$ cat src/rtl/uart_rx.sv
// UART receiver: 16x oversampled, LSB first, optional parity, one stop bit.
// Delivers each frame as a one-cycle o_valid strobe with parity/framing flags.
module uart_rx #(
    parameter int DATA_BITS   = 8,
    parameter int SYNC_STAGES = 2
) (
    input  logic                 i_clk,
    input  logic                 i_rst,
    input  logic                 i_baud_x16,
    input  logic                 i_rx,
    input  logic                 i_parity_en,
    input  logic                 i_parity_odd,
    output logic [DATA_BITS-1:0] o_data,
    output logic                 o_valid,
    output logic                 o_parity_err,
    output logic                 o_frame_err,
    output logic                 o_busy
);

    localparam int BW = (DATA_BITS > 1) ? $clog2(DATA_BITS) : 1;
    localparam logic [BW-1:0] LAST_BIT = BW'(DATA_BITS - 1);

    typedef enum logic [2:0] {
        IDLE,
        START,
        DATA,
        PARITY,
        STOP,
        WAIT_IDLE
    } state_t;

    state_t                 state_q;
    state_t                 state_d;
    logic [SYNC_STAGES-1:0] sync_q;
    logic                   rx_s;
    logic [3:0]             tick_cnt;
    logic [BW-1:0]          bit_cnt;
    logic [DATA_BITS-1:0]   shift_q;
    logic                   par_en_q;
    logic                   par_odd_q;
    logic                   perr_q;

    logic tick_clr;
    logic ld_cfg;
    logic shift_en;
    logic par_smp;
    logic stop_smp;
    logic mid_tick;
    logic end_tick;

    // Synchroniser resets to the idle-line level so reset never fakes a start.
    always_ff @(posedge i_clk or posedge i_rst) begin
        if (i_rst) begin
            sync_q <= '1;
        end else begin
            sync_q <= {sync_q[SYNC_STAGES-2:0], i_rx};
        end
    end

    assign rx_s     = sync_q[SYNC_STAGES-1];
    assign mid_tick = (tick_cnt == 4'd7);
    assign end_tick = (tick_cnt == 4'd15);
    assign o_busy   = (state_q != IDLE);

    always_ff @(posedge i_clk or posedge i_rst) begin
        if (i_rst) begin
            state_q <= IDLE;
        end else begin
            state_q <= state_d;
        end
    end

    always_comb begin
        state_d  = state_q;
        tick_clr = 1'b0;
        ld_cfg   = 1'b0;
        shift_en = 1'b0;
        par_smp  = 1'b0;
        stop_smp = 1'b0;
        if (i_baud_x16) begin
            unique case (state_q)
                IDLE: begin
                    if (!rx_s) begin
                        state_d  = START;
                        tick_clr = 1'b1;
                    end
                end
                START: begin
                    if (mid_tick) begin
                        if (rx_s) begin
                            state_d = IDLE;
                        end else begin
                            state_d  = DATA;
                            tick_clr = 1'b1;
                            ld_cfg   = 1'b1;
                        end
                    end
                end
                DATA: begin
                    if (end_tick) begin
                        shift_en = 1'b1;
                        if (bit_cnt == LAST_BIT) begin
                            state_d = par_en_q ? PARITY : STOP;
                        end
                    end
                end
                PARITY: begin
                    if (end_tick) begin
                        par_smp = 1'b1;
                        state_d = STOP;
                    end
                end
                STOP: begin
                    if (end_tick) begin
                        stop_smp = 1'b1;
                        state_d  = rx_s ? IDLE : WAIT_IDLE;
                    end
                end
                WAIT_IDLE: begin
                    if (rx_s) begin
                        state_d = IDLE;
                    end
                end
                default: state_d = IDLE;
            endcase
        end
    end

    always_ff @(posedge i_clk or posedge i_rst) begin
        if (i_rst) begin
            tick_cnt     <= '0;
            bit_cnt      <= '0;
            shift_q      <= '0;
            par_en_q     <= 1'b0;
            par_odd_q    <= 1'b0;
            perr_q       <= 1'b0;
            o_data       <= '0;
            o_valid      <= 1'b0;
            o_parity_err <= 1'b0;
            o_frame_err  <= 1'b0;
        end else begin
            o_valid <= 1'b0;
            if (i_baud_x16) begin
                tick_cnt <= tick_clr ? 4'd0 : tick_cnt + 4'd1;
            end
            // Parity config is frozen here so mid-frame changes are ignored.
            if (ld_cfg) begin
                bit_cnt   <= '0;
                par_en_q  <= i_parity_en;
                par_odd_q <= i_parity_odd;
            end
            if (shift_en) begin
                shift_q <= {rx_s, shift_q[DATA_BITS-1:1]};
                bit_cnt <= bit_cnt + 1'b1;
            end
            if (par_smp) begin
                perr_q <= ((^shift_q) ^ rx_s) != par_odd_q;
            end
            if (stop_smp) begin
                o_data       <= shift_q;
                o_parity_err <= par_en_q & perr_q;
                o_frame_err  <= ~rx_s;
                o_valid      <= 1'b1;
            end
        end
    end

endmodule
$ cat config.mk
export PLATFORM = sky130hd
export DESIGN_NAME = uart_rx
export DESIGN_NICKNAME = d
export VERILOG_FILES = /design/src/rtl/uart_rx.sv
export SDC_FILE = /design/constraint.sdc
export NUM_CORES = 1
export LEC_CHECK = 0
export ABC_AREA = 1
export CORE_ASPECT_RATIO = 1.25
export CORE_MARGIN = 2
export CORE_UTILIZATION = 50
export DETAILED_ROUTE_END_ITERATION = 8
export GPL_TIMING_DRIVEN = 0
export PLACE_DENSITY = 0.73
export SLEW_MARGIN = 20
export SYNTH_ARGS = -nofsm -noshare
export SYNTH_HDL_FRONTEND = slang
export SYNTH_SLANG_ARGS = --single-unit
export TNS_END_PERCENT = 50
$ cat constraint.sdc
create_clock -name i_clk -period 1.4 [get_ports i_clk]
set_clock_uncertainty 0.2 [all_clocks]
set_input_delay 0.28 -clock i_clk [delete_from_list [all_inputs] [get_ports i_clk]]
set_output_delay 0.28 -clock i_clk [all_outputs]
set_load 0.03 [all_outputs]
==> results.md, run 1 <==
- The area of the core region is roughly 0.0035 mm2.
- The count of antenna-violating nets left after detailed routing is 0.
- Of all nets on the critical path, the largest fanout is 6.
- The area of all placed cells without fillers is 0.002288 mm2.
- The count of final hold-check violations is 0.
- The TritonCTS clock tree is yes.
- The width of the die is about 57 um.
- Traced cell by cell, the critical path runs through ha_4 -> nand2_4 -> clkinv_4 -> nand3_4 -> nor2_8 -> inv_6 -> buf_8 -> nand2_2 -> o21ai_2.
- The synthesized design spends more area on one cell type than any other, namely sky130_fd_sc_hd__dfrtp_1.
- Setup repair after global routing could not meet its margin everywhere.
- The area of all sequential standard cells is approximately 850 um2.
- For this design, the sink count on the clock tree is 34.
- Of the cells placed in the final design, the portion with a size suffix greater than 1 is between 30% and 40%.
- The worst-skew pair later-pin latency is slightly below 300 ps.
- The prevailing post-synth register cell is sky130_fd_sc_hd__dfrtp_1.
- Summed over all layers, the routed wires come to ~3600 um.
- The post-place setup slack is -426.9 ps.
- Across the run, the number of max-cap violations was 0.
- The cell depth of the worst min-delay path is 0.
- Measured in cells, the most critical reg-to-reg path has a length of 9.
- The endpoint of the lowest-slack register-to-register path is o_data[5].
- Setup slack on the critical path of the routed design comes to -187.2 ps.
- For the pin with the worst max-slew slack, the measured transition is roughly 700 ps.
- Sorting the synthesized cells by area gives the leading types as sky130_fd_sc_hd__dfrtp_1 45%, sky130_fd_sc_hd__nand2_1 13%, sky130_fd_sc_hd__inv_1 4.7%.
- The sum of negative setup slack is -4819 ps.
- The final RePlAce weighted congestion is roughly 0.80.
- The netlist uses 29 different library cells.
- The clock tree buffer depth is 2.
- The maximum resistive drop on vdd is just over 0.9 mV.
- The total of fill cells in the finished design is between 200 and 300.
- The number of detailed-route iterations in the first pass is 4.
- Summed over its instances, the top area cell type makes up a little under half of the synthesized netlist area.
- Entering global routing, the biggest net connects 35 pins.
- After detailed routing, the number of vias per cell comes to about 5.0.
- The root buffer cell is sky130_fd_sc_hd__clkbuf_8.
- The die covers between 0.004 and 0.005 mm2.
- The worst register-to-register path begins at tick_cnt[0].
- The post-synthesis async set-or-reset flop share is 100.0%.
- In this run, synthesis inferred 0 flip-flops with an integrated enable.
- For this block, the initial DRC count from the detailed router was 33.
- The post-route minimum period is ~1600 ps.
- The area of the mapped netlist is roughly 0.0018 mm2.
- In this run the cell area measured after placement is 0.001999 mm2.
- The max-slew violation count came to 0.
- The clock slew seen by the registers of the worst setup and hold paths is ~70 ps.
- The number of global-route vias before repair is 1424.
- The height of the die is roughly 71 um.
- For this run, the post-layout net count is approximately 250.
- The Yosys step of the flow raised 0 warnings.
- In the final routed layout, each cell accounts on average for around 13 um.
- The worst path arrival time is 1570 ps.
- After floorplanning, the core was divided into 24 placement rows.
- The worst slew margin relative to its limit is around 53%.
- The footprint of the multi-input gates is between 800 and 900 um2.
- The post-synthesis cell count is 202.
- The critical path endpoint category is a flop.
- The number of vias after detailed routing is ~1400.
- Once the floorplan was initialized, standard cells occupied between 50 and 60% of the core.
- The number of buffers added to fix hold violations after cts is 0.
- The worst setup path is launched from a flop.
- For this run, design rule violations remaining after detail routing come to 0.
- After layout, the design draws a total of between 3 and 4 mW.
- The wire length of the first global-routing pass is slightly above 6000 um.
- The destination of the worst hold path is sync_q[1].
- The highest cell delay on the worst timing path is approximately 400 ps.
- After legalization and detailed placement, the total HPWL measured roughly 2300 um.
- Buffers inserted during clock tree synthesis total 5.
- From synthesis to final layout, the design area changed by 29.17%.
- In this run the count of I/O pins placed on the die edge is 18.
- The sequential area share after synthesis is 48.16%.
- Global routing consumed, over all layers together, 20.08% of the routing resources.
- The number of antenna diodes is 0.
- The maximum clock frequency is 630.0 MHz.
- The critical path is of the flop to flop type.
- The H-tree was split into 2 levels.
- The synthesized design contains 34 register bits.
- The number of nets in the synthesized netlist is between 200 and 250.
- In this run the tool buffered the top-level ports with 17 buffer cells.
- Each instance of the synthesized netlist takes up on average a little under 9 um2.
- Summed over all cells, the static leakage comes to around 1.2 nW.
- Setup violations remaining at the end of the flow were counted as 34.
- The final core utilization is approximately two thirds.
- In the post-synthesis netlist, the cell with the most instances is sky130_fd_sc_hd__nand2_1.
- The data required time of the worst path is between 1000 and 1500 ps.
- In the finished design, the share of the clock period the worst path needs comes to 113.4%.
- The run finished, with violations left.
- The commonest cells after synthesis are 59 x sky130_fd_sc_hd__nand2_1, 32 x sky130_fd_sc_hd__dfrtp_1, 22 x sky130_fd_sc_hd__inv_1, 15 x sky130_fd_sc_hd__o21ai_1.
- Dividing total power by cell area gives a power density of around 1400 mW/mm2.
- The startpoint identified for the worst hold timing path is sync_q[0].
- The class of the tightest hold or removal check is flop to flop.
- The worst-path cell with the longest stage delay is sky130_fd_sc_hd__dfrtp_1.
- After global routing the overflow that remains totals 0.
- The checks that failed: setup timing.
- The register-to-register path setup slack is -190 ps.
- The number of antenna violations at the first check in global routing is 0.
==> flip-flops by register name (all words and copies together) (netlist names) <==
name	cells
o_data	8
shift_q	8
tick_cnt	4
bit_cnt	3
state_q	3
sync_q	2
o_frame_err	1
o_parity_err	1
o_valid	1
par_en_q	1
par_odd_q	1
perr_q	1
==> worst max-delay path by stage <==
| stage | startpoint | endpoint | slack, ps | cells after the start |
|---|---|---|---|---|
| final | tick_cnt[0] | o_data[5] | -190 | 9 |
| after global routing | tick_cnt[0] | o_data[6] | -260 | 9 |
| after CTS | tick_cnt[1] | o_data[7] | -180 | 9 |
| after detailed placement | i_baud_x16 | o_data[0] | -430 | 7 |
| after global placement | i_rst | o_valid | -590 | 2 |
| after floorplan | tick_cnt[0] | o_parity_err | -120 | 9 |
==> per-layer routing <==
metal / GRT usage [%] / routed length [um] / up-vias / part of all wire, %
li1: - / - / 721 / -
met1: 22.89 / 1514 / 673 / 42
met2: 35.38 / 1898 / 17 / 53
met3: 4.936 / 102 / 6 / 2.8
met4: 8.527 / 68 / 0 / 1.9
met5: 0 / 0 / - / 0
==> power by group <==
group | switching, mW | internal [mW] | total, mW
registers | 0.171 | 1.13 | 1.30
logic | 0.646 | 0.468 | 1.11
clock network | 0.361 | 0.397 | 0.757
total | 1.18 | 1.99 | 3.17
==> what timing repair did <==
| action | CTS | global route |
|---|---|---|
| endpoints found under the setup margin | 43 | 34 |
| cloned | 1 | 0 |
| hold endpoints to repair | 0 | 0 |
| pin swaps | 4 | 7 |
| setup buffers | 12 | 4 |
| resized for setup | 76 | 20 |
==> cells by family (layout without fill, tap and decap cells) <==
kind of cell | count (synthesis) | count (layout) | synth area share (%)
xor+xnor | 7 | 7 | 3.461
flops | 34 | 34 | 48.16
fa+ha+maj | 3 | 3 | 2.119
simple gates | 97 | 97 | 27.12
compound gates | 29 | 29 | 10.66
buf+inv | 32 | 73 | 8.474
==> per-stage QoR <==
step / hold WS (ps) / cells
floorplan: 84.48 / 202
global placement: 146.4 / 258
detailed placement: 149.4 / 258
CTS: 158.7 / 278
global route: 159.8 / 282
finish: 158.8 / 282
==> critical path: cells and delay by family (launching register included) <==
kind	cells	cell delay [ps]
flip-flops	1	400
AND/OR/NAND/NOR	4	400
buffers and inverters	3	250
adder cells (fa/ha/maj)	1	160
AO/OA/AOI/OAI	1	40
==> placed cells by master (no fill, tap or decap), types with 3 or more instances in the layout <==
| cell | n |
|---|---|
| sky130_fd_sc_hd__buf_6 | 4 |
| sky130_fd_sc_hd__buf_4 | 13 |
| sky130_fd_sc_hd__o21ai_2 | 11 |
| sky130_fd_sc_hd__buf_8 | 3 |
| sky130_fd_sc_hd__nand2_2 | 16 |
| sky130_fd_sc_hd__xnor2_1 | 4 |
| sky130_fd_sc_hd__clkbuf_8 | 6 |
| sky130_fd_sc_hd__clkdlybuf4s50_1 | 5 |
| sky130_fd_sc_hd__inv_1 | 16 |
| sky130_fd_sc_hd__inv_2 | 10 |
| sky130_fd_sc_hd__nand2_1 | 45 |
| sky130_fd_sc_hd__nor2_1 | 9 |
| sky130_fd_sc_hd__buf_2 | 10 |
| sky130_fd_sc_hd__nor2_4 | 3 |
| sky130_fd_sc_hd__dfrtp_1 | 31 |
| sky130_fd_sc_hd__o21ai_1 | 12 |
| sky130_fd_sc_hd__nand3_1 | 10 |
| sky130_fd_sc_hd__xor2_1 | 3 |
| sky130_fd_sc_hd__nand4_1 | 4 |
==> final cells by class <==
type | instances | share of cell area, %
buffer | 3 | 1.804
inverter | 28 | 5.030
multi-input combinational | 136 | 37.23
tap | 39 | 2.132
clock buffer | 7 | 3.773
timing repair buffer | 34 | 12.47
sequential | 34 | 37.34
clock inverter | 1 | 0.2187
(Power assumes the default switching activity.)
==> run 2: changes to the inputs <==
Settings changed: GPL_TIMING_DRIVEN 0 to not set.
==> results.md, run 2 (same netlist as run 1, synthesis figures left out) <==
- The relative contribution of the clock network to total power is 21.2% (was 23.9%).
- The number of sinks driven by the clock tree was 34 (unchanged).
- The critical path class is flop to flop (unchanged).
- The area of the core region is 0.003453 mm2 (unchanged).
- The worst path arrival time was 1540 ps (was 1570 ps).
- The wire length of the first global-routing pass came to 6451 um (was 6196 um).
- The proportion of layout cells with a drive suffix above 1 is 50.58% (was 39.51%).
- The number of vias after detailed routing is 1508 (was 1417).
- The area of the die came to 0.004039 mm2 (unchanged).
- The final non-filler cell total is 298 (was 282).
- The proportion of power drawn by combinational gates came to 42.6% (was 35.2%).
- The post-route minimum period came to 1563 ps (was 1587 ps).
- The depth of the worst register-to-register path came to 10 (was 9).
- The data required time of the worst path is 1380 ps (about the same).
- The TritonCTS buffer count is 5 (unchanged).
- Among the stages of the critical path, the cell type that occurs most often is sky130_fd_sc_hd__inv_2.
- The number of endpoints failing setup at the final stage came to 32 (was 34).
- Most frequent cells in the layout: 44 x sky130_fd_sc_hd__nand2_1, 39 x sky130_fd_sc_hd__buf_4, 27 x sky130_fd_sc_hd__dfrtp_1 (was 45 x sky130_fd_sc_hd__nand2_1, 31 x sky130_fd_sc_hd__dfrtp_1, 16 x sky130_fd_sc_hd__nand2_2, 16 x sky130_fd_sc_hd__inv_1, 13 x sky130_fd_sc_hd__buf_4).
- Result of the run: finished with violations (unchanged).
- Biggest registers after layout: o_data x8, shift_q x8, tick_cnt x4 (unchanged).
- The routed wirelength normalized by instance count is 12.96 um (was 12.70 um).
- The worst slew margin relative to its limit is 80.50% (was 52.94%).
- Unrepaired setup endpoints after global routing: yes (unchanged).
- The clock slew seen by the registers of the worst setup and hold paths is 70 ps (about the same).
- The pin count of the biggest net entering global routing was 24 (was 35).
- The site row count is 24 (unchanged).
- The slew at the pin closest to its max-slew limit is 292.5 ps (was 704.8 ps).
- The maximum clock frequency came to 639.7 MHz (was 630.0 MHz).
- The sum of buffers and inverters on the critical path is 4 (was 3).
- The register-to-register path setup slack is -160 ps (was -190 ps).
- The critical path endpoint category is a flop (unchanged).
- The fraction of power spent switching nets is 37.60% (was 37.16%).
- The worst-skew pair later-pin latency is 290 ps (about the same).
- The aggregate global routing overflow is 0 (unchanged).
- The maximum resistive drop on vdd is 0.8874 mV (was 0.9307 mV).
- The TritonCTS clock tree is yes (unchanged).
- The area growth from synthesis to final layout is 43.79% (was 29.17%).
- The level count of the clock H-tree is 2 (unchanged).
- The part of the cycle the worst path needs came to 111.7% (was 113.4%).
- The clock tree buffer depth came to 2 (unchanged).
- The number of global-route vias before repair is 1472 (was 1424).
- The final RePlAce weighted congestion is 0.8343 (was 0.7968).
- The critical-path maximum fanout is 3 (was 6).
- The wire length reported by the detailed router is 3863 um (was 3582 um).
- The post-layout worst setup margin is -163.3 ps (was -187.2 ps).
- The total global-route track usage is 20.72% (was 20.08%).
- The internal power of the cells came to 2.242 mW (was 1.991 mW).
- The worst-path cell with the longest stage delay is sky130_fd_sc_hd__dfrtp_1 (unchanged).
- The width of the die came to 57.24 um (unchanged).
- The startpoint type of the worst setup path is a flop (unchanged).
- The class of the tightest hold or removal check is input port to asynchronous set/reset pin (was flop to flop).
- The max-cap check violation count is 0 (unchanged).
- The source of the worst register-to-register timing path is tick_cnt[1] (was tick_cnt[0]).
- The sequential cell fraction of total power is 36.2% (was 40.9%).
- The number of detailed-route iterations in the first pass is 4 (unchanged).
- The number of cells after detailed placement is 281 (was 258).
- The leakage power is 1.307 nW (was 1.225 nW).
- The leading cell type in the layout, fill and taps excluded is sky130_fd_sc_hd__nand2_1 (unchanged).
- The final core utilization was 73.77% (was 66.27%).
- The post-detailed-route via-to-cell ratio is 5.060 (was 5.025).
- The highest cell delay on the worst timing path is 410 ps (was 400 ps).
- The count of antenna-violating nets left after detailed routing is 0 (unchanged).
- The number of antenna violations at the first check in global routing was 0 (unchanged).
- The number of ports placed on the die boundary is 18 (unchanged).
- The net switching power of the design came to 1.351 mW (was 1.177 mW).
- The height of the die is 70.56 um (unchanged).
- The endpoint of the lowest-slack register-to-register path is perr_q (was o_data[5]).
- The effective utilization at floorplan was 51.30% (unchanged).
- The dominant delay contributor by cell family on the critical path was flip-flops (unchanged).
- The first-iteration detailed-routing DRC count is 44 (was 33).
- Crit-path cells: ha_4 -> nand2_4 -> clkinv_4 -> nand3_4 -> buf_4 -> inv_2 -> nand2_2 -> inv_2 -> nand3_2 -> nand2_1 (was ha_4 -> nand2_4 -> clkinv_4 -> nand3_4 -> nor2_8 -> inv_6 -> buf_8 -> nand2_2 -> o21ai_2).
- The root buffer cell is sky130_fd_sc_hd__clkbuf_8 (unchanged).
- The sum of net half-perimeters after detailed placement is 2545 um (was 2340 um).
- The max-slew violation count was 0 (unchanged).
- The count of final hold-check violations is 0 (unchanged).
- The post-route DRC violation count is 0 (unchanged).
- The sum of negative setup slack is -3904 ps (was -4819 ps).
- The total number of nets in the final design is 267 (was 251).
- Failing checks: setup timing (unchanged).
- The number of port buffers is 17 (unchanged).
- The number of antenna diodes is 0 (unchanged).
- The ratio of total power to cell area is 1411 mW/mm2 (was 1384 mW/mm2).
run 2: cell types whose count changed in the layout (fill, tap and decap cells not counted), sizes merged:
cell           change
buf               +15
clkdlybuf4s15      -1
clkinvlp           +1
nand3              +1
run 2: worst reg2reg max path, delay by kind of cell (launching register included):
family	cells	cell delay (ps)
flops	1	410
fa+ha+maj	1	190
buf+inv	4	270
simple gates	5	380
run 2: repair_timing:
action / 4_1_cts / 5_1_grt
buffers inserted: 5 / 2
endpoints found under the hold margin: 0 / 0
endpoints found under the setup margin: 33 / 33
hold buffers: 0 / 0
gates cloned: 1 / 1
pin swaps: 11 / 17
resized for setup: 27 / 38
run 2: area by class of cell:
cell class,instances,area (um2)
multi-input combinational,137,968.4
fill,237,905.9
sequential,34,859.6
timing repair buffer,52,455.4
inverter,28,120.1
clock buffer,6,82.58
tap,39,48.80
clock inverter,2,12.51
run 2: metal layers:
metal  share of wire, %  up-vias  wire length (um)  global-route usage (%)
met5                  0        -                 0                       0
met4                1.5        0                59                   7.752
met3                3.2        7               123                   4.936
met2                 55       28              2129                   36.02
met1                 40      719              1550                   24.64
li1                   -      754                 -                       -
run 2: power groups by stage:
| stage | Sequential, mW | Clock, mW | Combinational (mW) |
|---|---|---|---|
| after floorplan | 1.29 | 0 | 0.719 |
| after global placement | 1.28 | 0 | 1.10 |
| after detailed placement | 1.28 | 0 | 1.12 |
| after CTS | 1.28 | 0.762 | 1.39 |
| after global routing | 1.32 | 0.821 | 1.69 |
| final | 1.30 | 0.763 | 1.53 |
run 2: stage by stage:
step	area (um2)	power [mW]	hold WS, ps	setup WS [ps]
2_1_floorplan	1780	2.005	84.48	-121.0
3_3_place_gp	2140	2.373	148.5	-319.9
3_5_place_dp	2140	2.396	147.2	-335.0
4_1_cts	2384	3.431	102.1	-144.3
5_1_grt	2547	3.825	156.9	-249.4
6_report	2547	3.594	93.32	-163.3
run 2: worst max path at each step:
| stage | start | endpoint | slack (ps) | depth (start not counted) |
|---|---|---|---|---|
| after detailed placement | i_baud_x16 | tick_cnt[2] | -330 | 5 |
| after floorplan | tick_cnt[0] | o_parity_err | -120 | 9 |
| after global routing | tick_cnt[1] | state_q[2] | -250 | 8 |
| after CTS | state_q[0] | state_q[2] | -140 | 8 |
| after global placement | i_baud_x16 | tick_cnt[2] | -320 | 5 |
| final | tick_cnt[1] | perr_q | -160 | 10 |
